File: src/rtl/lap_memory_reader.sv
// Read-side sequencer for the lap-time BRAM: walks a block of addresses, hides the
// one-cycle BRAM read latency and streams words out over valid/ready with backpressure.
module lap_memory_reader #(
   parameter int RAM_WIDTH     = 16,
   parameter int RAM_ADDR_BITS = 9
) (
   input  logic                     i_clk,
   input  logic                     i_rst_n,
   input  logic                     i_start,
   input  logic [RAM_ADDR_BITS-1:0] i_base_addr,
   input  logic [RAM_ADDR_BITS:0]   i_count,
   output logic [RAM_ADDR_BITS-1:0] o_rd_addr,
   input  logic [RAM_WIDTH-1:0]     i_rd_data,
   output logic [RAM_WIDTH-1:0]     o_out_data,
   output logic                     o_out_valid,
   input  logic                     i_out_ready,
   output logic                     o_busy,
   output logic                     o_done
);

   typedef enum logic [1:0] {S_IDLE, S_READ, S_DRAIN} state_t;

   localparam logic [RAM_ADDR_BITS:0]   CNT_ONE  = 1;
   localparam logic [RAM_ADDR_BITS-1:0] ADDR_ONE = 1;

   state_t                   r_state, w_state_nxt;
   logic [RAM_ADDR_BITS-1:0] r_addr;
   logic [RAM_ADDR_BITS:0]   r_issue_rem, r_accept_rem;
   logic                     r_in_flight, r_done;
   logic [RAM_WIDTH-1:0]     r_head, r_skid;
   logic                     r_head_vld, r_skid_vld;
   logic                     w_pop, w_issue, w_credit, w_last_accept, w_done_nxt;
   logic [1:0]               w_load;

   // The address register is what the BRAM samples; an issue is the edge where it
   // is consumed, so the returned word is pushed exactly one edge later.
   assign w_pop         = r_head_vld & i_out_ready;
   assign w_load        = {1'b0, r_head_vld} + {1'b0, r_skid_vld} + {1'b0, r_in_flight};
   assign w_credit      = (w_load <= (2'd1 + {1'b0, w_pop}));
   assign w_issue       = (r_state == S_READ) && (r_issue_rem != '0) && w_credit;
   assign w_last_accept = w_pop && (r_accept_rem == CNT_ONE);

   always_ff @(posedge i_clk or negedge i_rst_n) begin
      if (!i_rst_n) r_state <= S_IDLE;
      else          r_state <= w_state_nxt;
   end

   always_comb begin
      w_state_nxt = r_state;
      w_done_nxt  = 1'b0;
      case (r_state)
         S_IDLE: begin
            if (i_start && (i_count != '0)) w_state_nxt = S_READ;
            else if (i_start)               w_done_nxt  = 1'b1;
         end
         S_READ: begin
            if (w_issue && (r_issue_rem == CNT_ONE)) w_state_nxt = S_DRAIN;
         end
         S_DRAIN: begin
            if (w_last_accept) begin
               w_state_nxt = S_IDLE;
               w_done_nxt  = 1'b1;
            end
         end
         default: w_state_nxt = S_IDLE;
      endcase
   end

   always_ff @(posedge i_clk or negedge i_rst_n) begin
      if (!i_rst_n) begin
         r_addr       <= '0;
         r_issue_rem  <= '0;
         r_accept_rem <= '0;
         r_in_flight  <= 1'b0;
         r_done       <= 1'b0;
      end else begin
         r_done      <= w_done_nxt;
         r_in_flight <= w_issue;
         if ((r_state == S_IDLE) && i_start) begin
            r_addr       <= i_base_addr;
            r_issue_rem  <= i_count;
            r_accept_rem <= i_count;
         end else begin
            if (w_issue) begin
               r_issue_rem <= r_issue_rem - CNT_ONE;
               // hold the final address so rd_addr keeps the last issued value
               if (r_issue_rem != CNT_ONE) r_addr <= r_addr + ADDR_ONE;
            end
            if (w_pop) r_accept_rem <= r_accept_rem - CNT_ONE;
         end
      end
   end

   // Two-entry latency buffer: head register feeds the output, skid catches the
   // one word still returning from the BRAM when the consumer stalls.
   always_ff @(posedge i_clk or negedge i_rst_n) begin
      if (!i_rst_n) begin
         r_head     <= '0;
         r_skid     <= '0;
         r_head_vld <= 1'b0;
         r_skid_vld <= 1'b0;
      end else if (w_pop) begin
         if (r_skid_vld) begin
            r_head <= r_skid;
            if (r_in_flight) r_skid <= i_rd_data;
            else             r_skid_vld <= 1'b0;
         end else if (r_in_flight) begin
            r_head <= i_rd_data;
         end else begin
            r_head_vld <= 1'b0;
         end
      end else if (r_in_flight) begin
         if (!r_head_vld) begin
            r_head     <= i_rd_data;
            r_head_vld <= 1'b1;
         end else begin
            r_skid     <= i_rd_data;
            r_skid_vld <= 1'b1;
         end
      end
   end

   assign o_rd_addr   = r_addr;
   assign o_out_data  = r_head;
   assign o_out_valid = r_head_vld;
   assign o_busy      = (r_state != S_IDLE);
   assign o_done      = r_done;

endmodule
File: config.mk
export PLATFORM = sky130hd
export DESIGN_NAME = lap_memory_reader
export DESIGN_NICKNAME = d
export VERILOG_FILES = /design/src/rtl/lap_memory_reader.sv
export SDC_FILE = /design/constraint.sdc
export NUM_CORES = 1
export LEC_CHECK = 0
export BUFFER_PORTS_ARGS = -buffer_cell sky130_fd_sc_hd__clkbuf_2
export CAP_MARGIN = 20
export CELL_PAD_IN_SITES_DETAIL_PLACEMENT = 1
export CELL_PAD_IN_SITES_GLOBAL_PLACEMENT = 2
export CORE_AREA = 5 5 105 107
export CTS_CLUSTER_SIZE = 14
export DETAILED_ROUTE_END_ITERATION = 8
export DIE_AREA = 0 0 110 112
export PLACE_DENSITY = 0.8
export SETUP_SLACK_MARGIN = 0.02
export SLEW_MARGIN = 30
export SYNTH_ARGS = -nofsm -noshare
export SYNTH_HDL_FRONTEND = slang
export SYNTH_SLANG_ARGS = --single-unit
File: constraint.sdc
create_clock -name i_clk -period 2.74 [get_ports i_clk]
set_clock_uncertainty 0.2 [all_clocks]
set_input_delay 0.548 -clock i_clk [delete_from_list [all_inputs] [get_ports i_clk]]
set_output_delay 0.548 -clock i_clk [all_outputs]
set_load 0.02 [all_outputs]
==> reports/summary.md, run 1 <==
The flow ran to the end, and the final reports show no timing, DRC or antenna violations. The count of nets left with antenna violations once routing finished came out at 0. For this design the static power due to leakage is 1.921 nW.

The number of pins exceeding their max-slew limit in the final report is 0, and the clock buffer count from CTS is 9. Summing internal, switching and leakage power gives 4.988 mW. The run gives 200 ps as the setup slack on the worst flop-to-flop path. The run gives 0.1459 as the global-route total usage across every layer. sky130_fd_sc_hd__dfrtp_1 takes more of the synthesized area than any other cell. The startpoint of the worst register-to-register path is o_out_valid. The tools report the DRC violation total after the first TritonRoute iteration as 84. The routed layout has 2,660 vias. Fraction of power spent switching nets: 0.4214. The global route total overflow is 0, and the count of unique library cells instantiated by Yosys is 40.

The commonest register cell after synthesis was sky130_fd_sc_hd__dfrtp_1. In this run the standard cell core region covers 0.01005 mm^2. The wire length per cell works out to 15.79 um. The detailed router used layers up to and including met4. Counting instances in the post-synthesis netlist gives the leading cell types as 67 x sky130_fd_sc_hd__dfrtp_1, 35 x sky130_fd_sc_hd__nand2_1, 29 x sky130_fd_sc_hd__o21ai_0, 19 x sky130_fd_sc_hd__mux2i_1, 17 x sky130_fd_sc_hd__nor2_1. In this run, synthesis inferred 0 flip-flops with an integrated enable. The clock tree synthesis step divided the H-tree into 3 levels. After the last flow step, the layout net total stands at 448. The sum of net half-perimeters after detailed placement was 6.389 mm; the number of synthesis warnings was 0.

The sink count of the clock tree came out at 67. In the final routing, the length of wire on met1 measures 4.058 mm. The routed design uses 502 um of met3 wire.

The post-CTS clock slew at the launch and capture registers of the worst setup and hold paths came out at 80 ps. The power share of the sequential group came out at 0.376. The number of optimization iterations in the first detailed-route pass was 4. For the worst setup path, the data required time is 2780 ps. The first global-routing pass estimated 14.22 mm of wire. Synthesis produced a netlist with a net count of 371. Dividing the detail-routed via count by the number of cells gives 4.917. The period utilization was 0.9264; the effective utilization at floorplan was 0.3360. In the post-synthesis netlist, the biggest area contributors are sky130_fd_sc_hd__dfrtp_1 50%, sky130_fd_sc_hd__mux2i_1 5.6%, sky130_fd_sc_hd__mux2_2 5.3%. 0 antenna diodes ended up in the layout.

Critical path endpoint category: a flop. Once the clock tree was built, the resizer swapped 0 gates to a different size. The critical path in this run is classified as reg -> reg. The filler cells instantiated in the layout total 1,186. At the later pin of the worst-skew pair, clock insertion delay measures 340 ps. The type of the worst min-delay path is in -> async. The logs give 2.886 mW for the internal power of the cells and 0 for the residual DRC count.

The mean cell area of the mapped netlist was 10.45 um^2. The tree is rooted in a sky130_fd_sc_hd__clkbuf_8. The maximum count of clock buffers along a single path is 2, and the setup-violating endpoint count in the final report is 0.

The synthesized design contains 67 register bits. The analysis attributes to net switching a power of 2.102 mW. The total power per unit cell area is 1208 mW/mm^2.

The die covers 0.01232 mm^2. The tools report the peak supply drop as 0.5088 mV. Input and output buffers added on the ports amount to 66.

The tools report the sequential area share after synthesis as 0.4967. After detailed routing, the total wire length is 8.541 mm. TritonCTS built the clock tree. Measured along the y axis, the die boundary spans 112 um. For the I/O pin count, the log shows 67. Measured along the x axis, the die boundary spans 110 um.

The run gives 2570 ps as the arrival time of the worst setup path. The worst path needs 2538 ps of the cycle, external delays included. The reported max-cap violation count came out at 0. The clock network power share came out at 0.162. The share of final-layout standard cells stronger than drive strength 1 is 0.2963. The async set-reset flop share out of synthesis is 1.000.

The most numerous cell in the Yosys netlist is sky130_fd_sc_hd__dfrtp_1. The critical register-to-register path endpoint was r_issue_rem[2]. The last weighted congestion value of the routability-driven placer is 0.8157, and the post-route cell area is 0.004129 mm^2. The tools report the largest net degree at the start of global routing as 33. After technology mapping, the gate count stands at 323. The met2 layer wire length in the routed design is 3.847 mm, and the highest net fanout along the worst path is 12.

The maximum achievable frequency came out at 394.0 MHz. Total placed instance area: 0.003929 mm^2. The area growth from synthesis to layout is 22.31%. The area share of the largest cell type after synthesis is 0.4967.

For the pin with the worst max-slew slack, the measured transition is 616.0 ps. The run gives 0.462 as the combinational fraction of design power. For the final hold violation count, the log shows 0. The run gives 0.4110 as the final core utilization. The tools report the number of antenna violations at the first check in global routing as 0.

In this run the cell area of the synthesized design comes to 0.003376 mm^2. Counting cells, the worst reg-to-reg path comes to 10. The worst setup path is launched from a flop. The logs give 37 for the count of standard-cell rows and 0.5894 for the worst-case headroom to the max-slew limit. The number of global-route vias before repair was 2,851.
## area by class of cell
type / count / area (um^2) / area share
clock inverter: 7 / 68.82 / 0.01667
tap: 136 / 170.2 / 0.04121
timing repair buffer: 78 / 432.9 / 0.1048
multi-input combinational: 231 / 1608 / 0.3894
clock buffer: 9 / 123.9 / 0.03000
inverter: 13 / 48.80 / 0.01182
sequential: 67 / 1677 / 0.4061
## how the worst max path moves through the flow
stage / end / depth (start not counted) / from
2_1_floorplan: o_rd_addr[7] / 9 / o_out_valid
3_3_place_gp: o_rd_addr[8] / 9 / o_out_valid
3_5_place_dp: o_rd_addr[8] / 9 / o_out_valid
4_1_cts: o_rd_addr[8] / 9 / o_out_valid
5_1_grt: o_rd_addr[8] / 9 / o_out_valid
6_report: r_issue_rem[2] / 10 / o_out_valid
## through the flow
| stage | setup WS [ps] | hold WS, ps | setup TNS [ps] | cells |
|---|---|---|---|---|
| finish | 201.7 | 20.22 | 0 | 541 |
| global route | -2.137 | 56.10 | -2.137 | 541 |
| CTS | 144.9 | 24.73 | 0 | 540 |
| detailed placement | 168.3 | 272.4 | 0 | 524 |
| global placement | 295.9 | 260.6 | 0 | 524 |
| floorplan | 96.29 | 52.41 | 0 | 323 |
## sequential cells by signal (all words and copies together) (netlist names)
signal and count:
r_skid_vld 1, o_out_data 16, o_done 1, r_in_flight 1, o_rd_addr 9, r_state 2, r_accept_rem 10, r_skid 16
o_out_valid 1, r_issue_rem 10
## power groups by stage
stage / clock network (mW) / logic [mW] / registers [mW]
finish: 0.806 / 2.31 / 1.88
global route: 0.876 / 2.58 / 1.95
CTS: 0.837 / 2.35 / 1.88
detailed placement: 0 / 2.34 / 1.90
global placement: 0 / 2.24 / 1.87
floorplan: 0 / 1.45 / 2.04
## layer usage
layer,GRT usage,vias to the layer above
met4,0.05320,0
met3,0.02841,11
met5,0,-
met1,0.2040,1292
met2,0.2225,66
li1,-,1291
## logic make-up (layout without fill, tap and decap cells)
kind of cell / after synthesis / in the layout / synth area share
AO/OA/AOI/OAI: 61 / 61 / 0.1060
XOR/XNOR: 19 / 19 / 0.04930
adder cells (fa/ha/maj): 9 / 9 / 0.03558
buffers and inverters: 25 / 107 / 0.02965
flip-flops: 67 / 67 / 0.4967
multiplexers: 35 / 35 / 0.1097
AND/OR/NAND/NOR: 107 / 107 / 0.1731
## placed cells by master, fill, tap and decap left out, drive strengths merged, types with 6 or more instances in the layout
cell / count
clkbuf: 74
dfrtp: 67
nand2: 35
o21ai: 34
mux2i: 19
nor2: 17
mux2: 16
xor2: 15
a21oi: 15
inv: 13
buf: 13
nand3: 11
nand4: 10
ha: 8
and3: 6
## timing repair
| action | 4_1_cts | 5_1_grt |
|---|---|---|
| endpoints found under the setup margin | 0 | 1 |
| setup buffers | 0 | 1 |
| hold buffers | 0 | 0 |
## critical path, cell delays in order, from the launching register on
cell and delay, ps:
sky130_fd_sc_hd__dfrtp_1 360, sky130_fd_sc_hd__inv_1 90, sky130_fd_sc_hd__fa_1 430, sky130_fd_sc_hd__inv_1 60, sky130_fd_sc_hd__ha_1 220, sky130_fd_sc_hd__nor2b_1 140, sky130_fd_sc_hd__o21ai_2 200, sky130_fd_sc_hd__buf_4 230
sky130_fd_sc_hd__nand3_2 160, sky130_fd_sc_hd__mux2i_1 160, sky130_fd_sc_hd__a21o_1 180
Power figures use the tool's default switching activity.
==> inputs of run 2 (changes only) <==
CAP_MARGIN = 30   (was 20)
CORE_AREA = 5 5 111 113   (was 5 5 105 107)
DIE_AREA = 0 0 116 118   (was 0 0 110 112)
PLACE_DENSITY = 0.76   (was 0.8)
clock period = 2.2 ns   (was 2.74 ns; I/O delays follow)
==> reports/summary.md, run 2 (synthesized netlist as in run 1, its figures left out) <==
The total number of H-tree levels is 3 (unchanged), and the total placed instance area is 0.004056 mm^2 (+3.2%). The slew at the pin with the worst max-slew slack is 456.5 ps (-159.5 ps). The path with the worst hold slack has its endpoint at o_rd_addr[5]. Final hold violation count: 0 (unchanged).

The tools report the clock network latency to the later pin of the worst-skew pair as 330 ps (about the same). Compared with the post-synthesis result, the final layout area differs by 31.13%. For the count of standard-cell rows, the log shows 39 (+5.4%). The final hold slack is 112.5 ps (+92.32 ps). Setup repair after global routing could not meet its margin everywhere. The last weighted congestion value of the routability-driven placer came out at 0.7884 (-3.3%). The global route total overflow came out at 0 (unchanged). The tools report the count of filler cells inserted in the layout as 1,312 (+11%). Critical path endpoint category: a flop. The I/O pin count is 67 (unchanged). Largest net degree at the start of global routing: 68 (+110%). The origin of the worst setup path is o_out_valid.

The final antenna-violating net count was 0 (unchanged). The global-route total usage across every layer was 0.1317 (-0.01416). The worst setup path is of the reg -> reg kind. The number of pins exceeding their max-slew limit in the final report is 0 (unchanged), and the global-route wire length before repair is 14.14 mm (-0.58%). TritonCTS built the clock tree. The run gives 2260 ps (-520 ps) as the data required time of the critical path. The post-CTS clock slew at the launch and capture registers of the worst setup and hold paths is 60 ps (-20 ps), and the post-route cell area is 0.004427 mm^2 (+7.2%). Total inserted antenna cells: 0 (unchanged). The summed negative setup slack over all endpoints was -727.2 ps (-727.2 ps). The startpoint of the worst register-to-register path is o_out_valid. The DRC violation total after the first TritonRoute iteration is 105 (+25%), and the number of antenna violations at the first check in global routing is 0 (unchanged). The maximum count of clock buffers along a single path was 2 (unchanged); the wire length per cell was 15.40 um (-2.5%). The startpoint of the tightest hold check path is i_base_addr[5]. The maximum achievable frequency is 435.3 MHz (+10%), and the total power per unit cell area is 1636 mW/mm^2 (+35%). The leakage power of the design came out at 2.045 nW (+6.4%).

The shortest period the worst path allows was 2297 ps (-241.0 ps); the setup-violating endpoint count in the final report was 14 (+14). In this run the worst hold path is classified as in -> reg. The most common cell after layout, fill and taps aside is sky130_fd_sc_hd__dfrtp_1. The share of final-layout standard cells stronger than drive strength 1 was 0.3453 (+0.04903).

Final instance count without filler cells: 560 (+3.5%). The logs give 0.6934 (+0.1040) for the worst-case headroom to the max-slew limit and 0 (unchanged) for the residual DRC count. In this run the clock root is driven by a sky130_fd_sc_hd__clkbuf_16.

The horizontal die dimension is 116 um (+5.5%). For the number of global-route vias before repair, the log shows 2,849 (-0.070%). The worst hold path was traced through 3 stages. Count of buffers from port buffering: 66 (unchanged). The highest net fanout along the worst path was 6 (-6). The sum of net half-perimeters after detailed placement was 6.360 mm (-0.45%); the reported max-cap violation count was 0 (unchanged). The tools report the element type at the critical path start as a flop.

The total wire length is 8.623 mm (+0.96%). The routed via count divided by cell count is 4.850 (-1.4%). The logs give -100 ps (-300 ps) for the setup slack on the worst flop-to-flop path and 541 (+3.2%) for the number of cells after detailed placement. The effective utilization at floorplan came out at 0.3008 (-0.03525).

The area of the core region was 0.01122 mm^2 (+12%); the peak supply drop was 0.7594 mV (+49%). The flow ran to the end, but the final reports show violations. The library cells used most frequently in the layout, excluding fill and tap cells, are 66 x sky130_fd_sc_hd__dfrtp_1, 65 x sky130_fd_sc_hd__clkbuf_2, 34 x sky130_fd_sc_hd__nand2_1.

The arrival time of the worst setup path is 2350 ps (-220 ps), and the period utilization is 1.044 (+0.1178). The via total after detailed routing is 2,716 (+2.1%), and the area of the die is 0.01369 mm^2 (+11%). The clock buffer count from CTS was 9 (unchanged). The depth of the worst register-to-register path came out at 8 (-2). The sink count of the clock tree was 67 (unchanged). The minimum setup slack in the final design was -97.28 ps (-299.0 ps). The number of optimization iterations in the first detailed-route pass was 4 (unchanged); the count of nets after finishing was 460 (+2.7%). The height of the die is 118 um (+5.4%).

The tools report the critical register-to-register path endpoint as o_rd_addr[7]. The final reports fail on negative setup slack.
-- run 2: repair_timing --
action                                  4_1_cts  5_1_grt
endpoints found under the setup margin       20       20
pin swaps                                     6        2
buffers inserted                              1        1
gates resized for setup                       8        8
hold buffers                                  1        0
hold endpoints to repair                     67        0
-- run 2: worst max path at each step --
| stage | depth (start not counted) | endpoint | slack [ps] |
|---|---|---|---|
| 2_1_floorplan | 9 | o_rd_addr[7] | -150 |
| 3_3_place_gp | 9 | o_rd_addr[8] | -110 |
| 3_5_place_dp | 9 | o_rd_addr[8] | -200 |
| 4_1_cts | 8 | o_rd_addr[7] | -100 |
| 5_1_grt | 9 | o_rd_addr[7] | -230 |
| 6_report | 8 | o_rd_addr[7] | -100 |
-- run 2: power by group --
group	switching, mW	internal (mW)	total, mW
clock network	0.545	0.907	1.45
registers	0.482	1.86	2.34
logic	1.81	1.64	3.45
-- run 2: cell type report --
cell class,instances,area (um^2),share of cell area
clock buffers,10,239.0,0.05399
clock inverters,6,65.06,0.01470
inverters,13,48.80,0.01102
multi-input cells,231,1675,0.3785
flip-flops and latches,67,1678,0.3790
well taps,143,178.9,0.04042
repair buffers,90,541.8,0.1224
-- run 2: routing by layer --
layer | track usage | vias to the layer above | share of wire
met5 | 0 | - | 0
met4 | 0.04133 | 0 | 0.013
met3 | 0.03496 | 9 | 0.051
met2 | 0.2147 | 59 | 0.48
met1 | 0.1690 | 1335 | 0.46
li1 | - | 1313 | -
-- run 2: critical path, cell delays in order, from the launching register on --
cell and delay (ps):
sky130_fd_sc_hd__dfrtp_2 410, sky130_fd_sc_hd__inv_2 60, sky130_fd_sc_hd__fa_2 450, sky130_fd_sc_hd__ha_4 280
sky130_fd_sc_hd__nand2_2 60, sky130_fd_sc_hd__o21ai_4 90, sky130_fd_sc_hd__nand4_1 160, sky130_fd_sc_hd__or3_1 370
sky130_fd_sc_hd__a31oi_1 150
-- run 2: metrics by stage --
step	power, mW	util	worst slack (ps)
floorplan	4.477	-	-147.0
global placement	5.497	0.3614	-109.8
detailed placement	5.617	0.3614	-199.3
CTS	7.258	0.3921	-100.4
global route	7.829	0.3944	-228.9
finish	7.243	0.3944	-97.28
==> inputs of run 3 (changes only) <==
PLACE_DENSITY = default   (was 0.76)
PLACE_DENSITY_LB_ADDON = 0.1   (was default)
==> reports/summary.md, run 3 (synthesized netlist as in run 1, its figures left out) <==
The run gives 112.8 ps (+0.2940 ps) as the final hold slack. In the layout the commonest cells are 66 x sky130_fd_sc_hd__dfrtp_1, 65 x sky130_fd_sc_hd__clkbuf_2, 33 x sky130_fd_sc_hd__nand2_1. The total power per unit cell area is 1685 mW/mm^2 (+3.0%).

The horizontal die dimension is 116 um (unchanged), and the clock network latency to the later pin of the worst-skew pair is 340 ps (about the same). The height of the die was 118 um (unchanged); the leakage power of the design was 2.080 nW (+1.8%). The logs give -1585 ps (-857.7 ps) for the summed negative setup slack over all endpoints and 7.576 mW (+4.6%) for the total power of the final layout. In this run the critical register-to-register path is launched from r_skid_vld. The minimum setup slack in the final design was -166.5 ps (-69.26 ps). The final antenna-violating net count is 0 (unchanged), and the net switching power figure is 2.987 mW (+5.2%).

For the total inserted antenna cells, the log shows 0 (unchanged). The post-CTS clock slew at the launch and capture registers of the worst setup and hold paths was 60 ps (about the same). TritonCTS built the clock tree. The slew at the pin with the worst max-slew slack works out to 470.6 ps (+14.13 ps). Leaving out fill and tap cells, the most frequent cell in the layout is sky130_fd_sc_hd__dfrtp_1.

The run gives 2 (unchanged) as the maximum count of clock buffers along a single path. The tools report the internal power of the cells as 4.590 mW (+4.2%). The combinational fraction of design power was 0.512 (+0.035).

The run finished, with violations left. Wire length per cell: 16.09 um (+4.5%). The critical path endpoint was o_rd_addr[7]. For the final core utilization, the log shows 0.4007 (+0.006243). The routed via count divided by cell count is 4.847 (about the same).

Last weighted congestion value of the routability-driven placer: 0.7574 (-3.9%). The run gives 0.3008 (unchanged) as the effective utilization at floorplan. The category of the most critical setup path is reg -> reg. In this run the most critical hold path is launched from i_base_addr[1]. For the final hold violation count, the log shows 0 (unchanged). Depth of the worst register-to-register path: 10 (+2). In this run the worst setup path begins at r_skid_vld. The reported max-cap violation count is 0 (unchanged). The logs give 3 (unchanged) for the total number of H-tree levels and -170 ps (-70 ps) for the setup slack on the worst flop-to-flop path.

Period utilization: 1.076 (+0.03148). The share of final-layout standard cells stronger than drive strength 1 works out to 0.3608 (+0.01553). The fraction of power spent switching nets was 0.3942 (+0.002320); the residual DRC count was 0 (unchanged). The area of the die is 0.01369 mm^2 (unchanged), and the setup-violating endpoint count in the final report is 18 (+4). The logs give 0 (unchanged) for the global route total overflow and 67 (unchanged) for the sink count of the clock tree.

The count of buffers from port buffering was 66 (unchanged). The checks that failed: negative setup slack. The number of optimization iterations in the first detailed-route pass is 4 (unchanged), and the maximum achievable frequency is 422.6 MHz (-2.9%). The run gives 9.125 mm (+5.8%) as the total wire length. Count of standard-cell rows: 39 (unchanged).

The area of the core region is 0.01122 mm^2 (unchanged). The count of nets after finishing came out at 467 (+1.5%). The run gives 0 (unchanged) as the number of pins exceeding their max-slew limit in the final report.

The logs give 0 (unchanged) for the number of antenna violations at the first check in global routing and 0.6834 (-0.01003) for the worst-case headroom to the max-slew limit. The critical register-to-register path endpoint was o_rd_addr[7]. For the power share of the sequential group, the log shows 0.307 (-0.016). The logs give 1,293 (-1.4%) for the count of filler cells inserted in the layout and 67 (unchanged) for the I/O pin count. The clock network power share was 0.180 (-0.020).

The global-route total usage across every layer is 0.1385 (+0.006797). STA classifies the critical path endpoint as a flop. Peak supply drop: 0.5118 mV (-33%). The global-route wire length before repair was 14.97 mm (+5.9%); the data required time of the critical path was 2260 ps (about the same). In this run the clock root is driven by a sky130_fd_sc_hd__clkbuf_16. Element type at the critical path start: a flop. Setup repair after global routing could not meet its margin everywhere. For the sum of net half-perimeters after detailed placement, the log shows 6.724 mm (+5.7%). The shortest period the worst path allows is 2367 ps (+69.26 ps), and the number of global-route vias before repair is 2,978 (+4.5%). The DRC violation total after the first TritonRoute iteration is 110 (+4.8%). The min-delay analysis places its worst path in the category in -> reg.

The largest net degree at the start of global routing came out at 36 (-47%). The highest net fanout along the worst path was 4 (-2); the via total after detailed routing was 2,748 (+1.2%). The clock buffer count from CTS was 9 (unchanged). The arrival time of the worst setup path was 2420 ps (+70 ps). The layout overhead on the synthesized area is 33.21%.
run 3: changes by cell type in the layout (fill, tap and decap cells not counted), sizes merged:
cell	before	now
buf	24	31
bufinv	1	0
clkbuf	75	76
run 3: how the worst min path moves through the flow:
stage                     slack (ps)             to  cells past startpoint
after floorplan                  -60         o_done                      0
after global placement           210  o_out_data[5]                      1
after detailed placement         210  o_out_data[5]                      1
after CTS                        110   o_rd_addr[1]                      3
after global routing             130   o_rd_addr[4]                      3
final                            110   o_rd_addr[1]                      3
run 3: critical path, cell delays in order, from the launching register on:
cell and delay [ps]:
sky130_fd_sc_hd__dfrtp_1 360, sky130_fd_sc_hd__inv_2 60, sky130_fd_sc_hd__fa_2 390, sky130_fd_sc_hd__inv_2 80, sky130_fd_sc_hd__ha_4 200, sky130_fd_sc_hd__nor2b_4 130, sky130_fd_sc_hd__o21ai_4 180, sky130_fd_sc_hd__buf_6 130
sky130_fd_sc_hd__nand4_1 100, sky130_fd_sc_hd__or3_1 330, sky130_fd_sc_hd__a31oi_1 160
run 3: area by class of cell:
class                           count  area (um^2)  share of cell area
Clock buffer                       11        242.7             0.05398
Multi-Input combinational cell    231         1693              0.3765
Clock inverter                      5        38.79            0.008625
Sequential cell                    67         1678              0.3731
Inverter                           13        48.80             0.01085
Tap cell                          143        178.9             0.03979
Timing Repair Buffer               97        616.8              0.1372
run 3: metrics by stage:
step / instances / setup WS, ps / cell area, um^2
after floorplan: 323 / -147.0 / 3407
after global placement: 543 / -127.2 / 4071
after detailed placement: 543 / -283.2 / 4071
after CTS: 563 / -163.6 / 4420
after global routing: 567 / -281.7 / 4497
final: 567 / -166.5 / 4497
run 3: routing by layer:
metal	vias to the layer above	GRT usage	wire length [um]
li1	1337	-	-
met1	1341	0.1818	4178
met2	58	0.2209	4311
met3	12	0.02776	454
met4	0	0.05656	180
met5	-	0	0
run 3: repair_timing:
| item | in CTS | in global routing |
|---|---|---|
| buffers inserted | 3 | 4 |
| setup endpoints to repair | 20 | 21 |
| hold endpoints to repair | 15 | 0 |
| hold buffers | 1 | 0 |
| resized for setup | 12 | 14 |
| pin swaps | 6 | 14 |
run 3: power groups by stage:
stage / combinational [mW] / sequential [mW] / clock (mW)
after detailed placement: 3.31 / 2.34 / 0
final: 3.88 / 2.33 / 1.37
after floorplan: 1.93 / 2.55 / 0
after global placement: 3.19 / 2.32 / 0
after CTS: 3.58 / 2.33 / 1.41
after global routing: 4.27 / 2.41 / 1.45
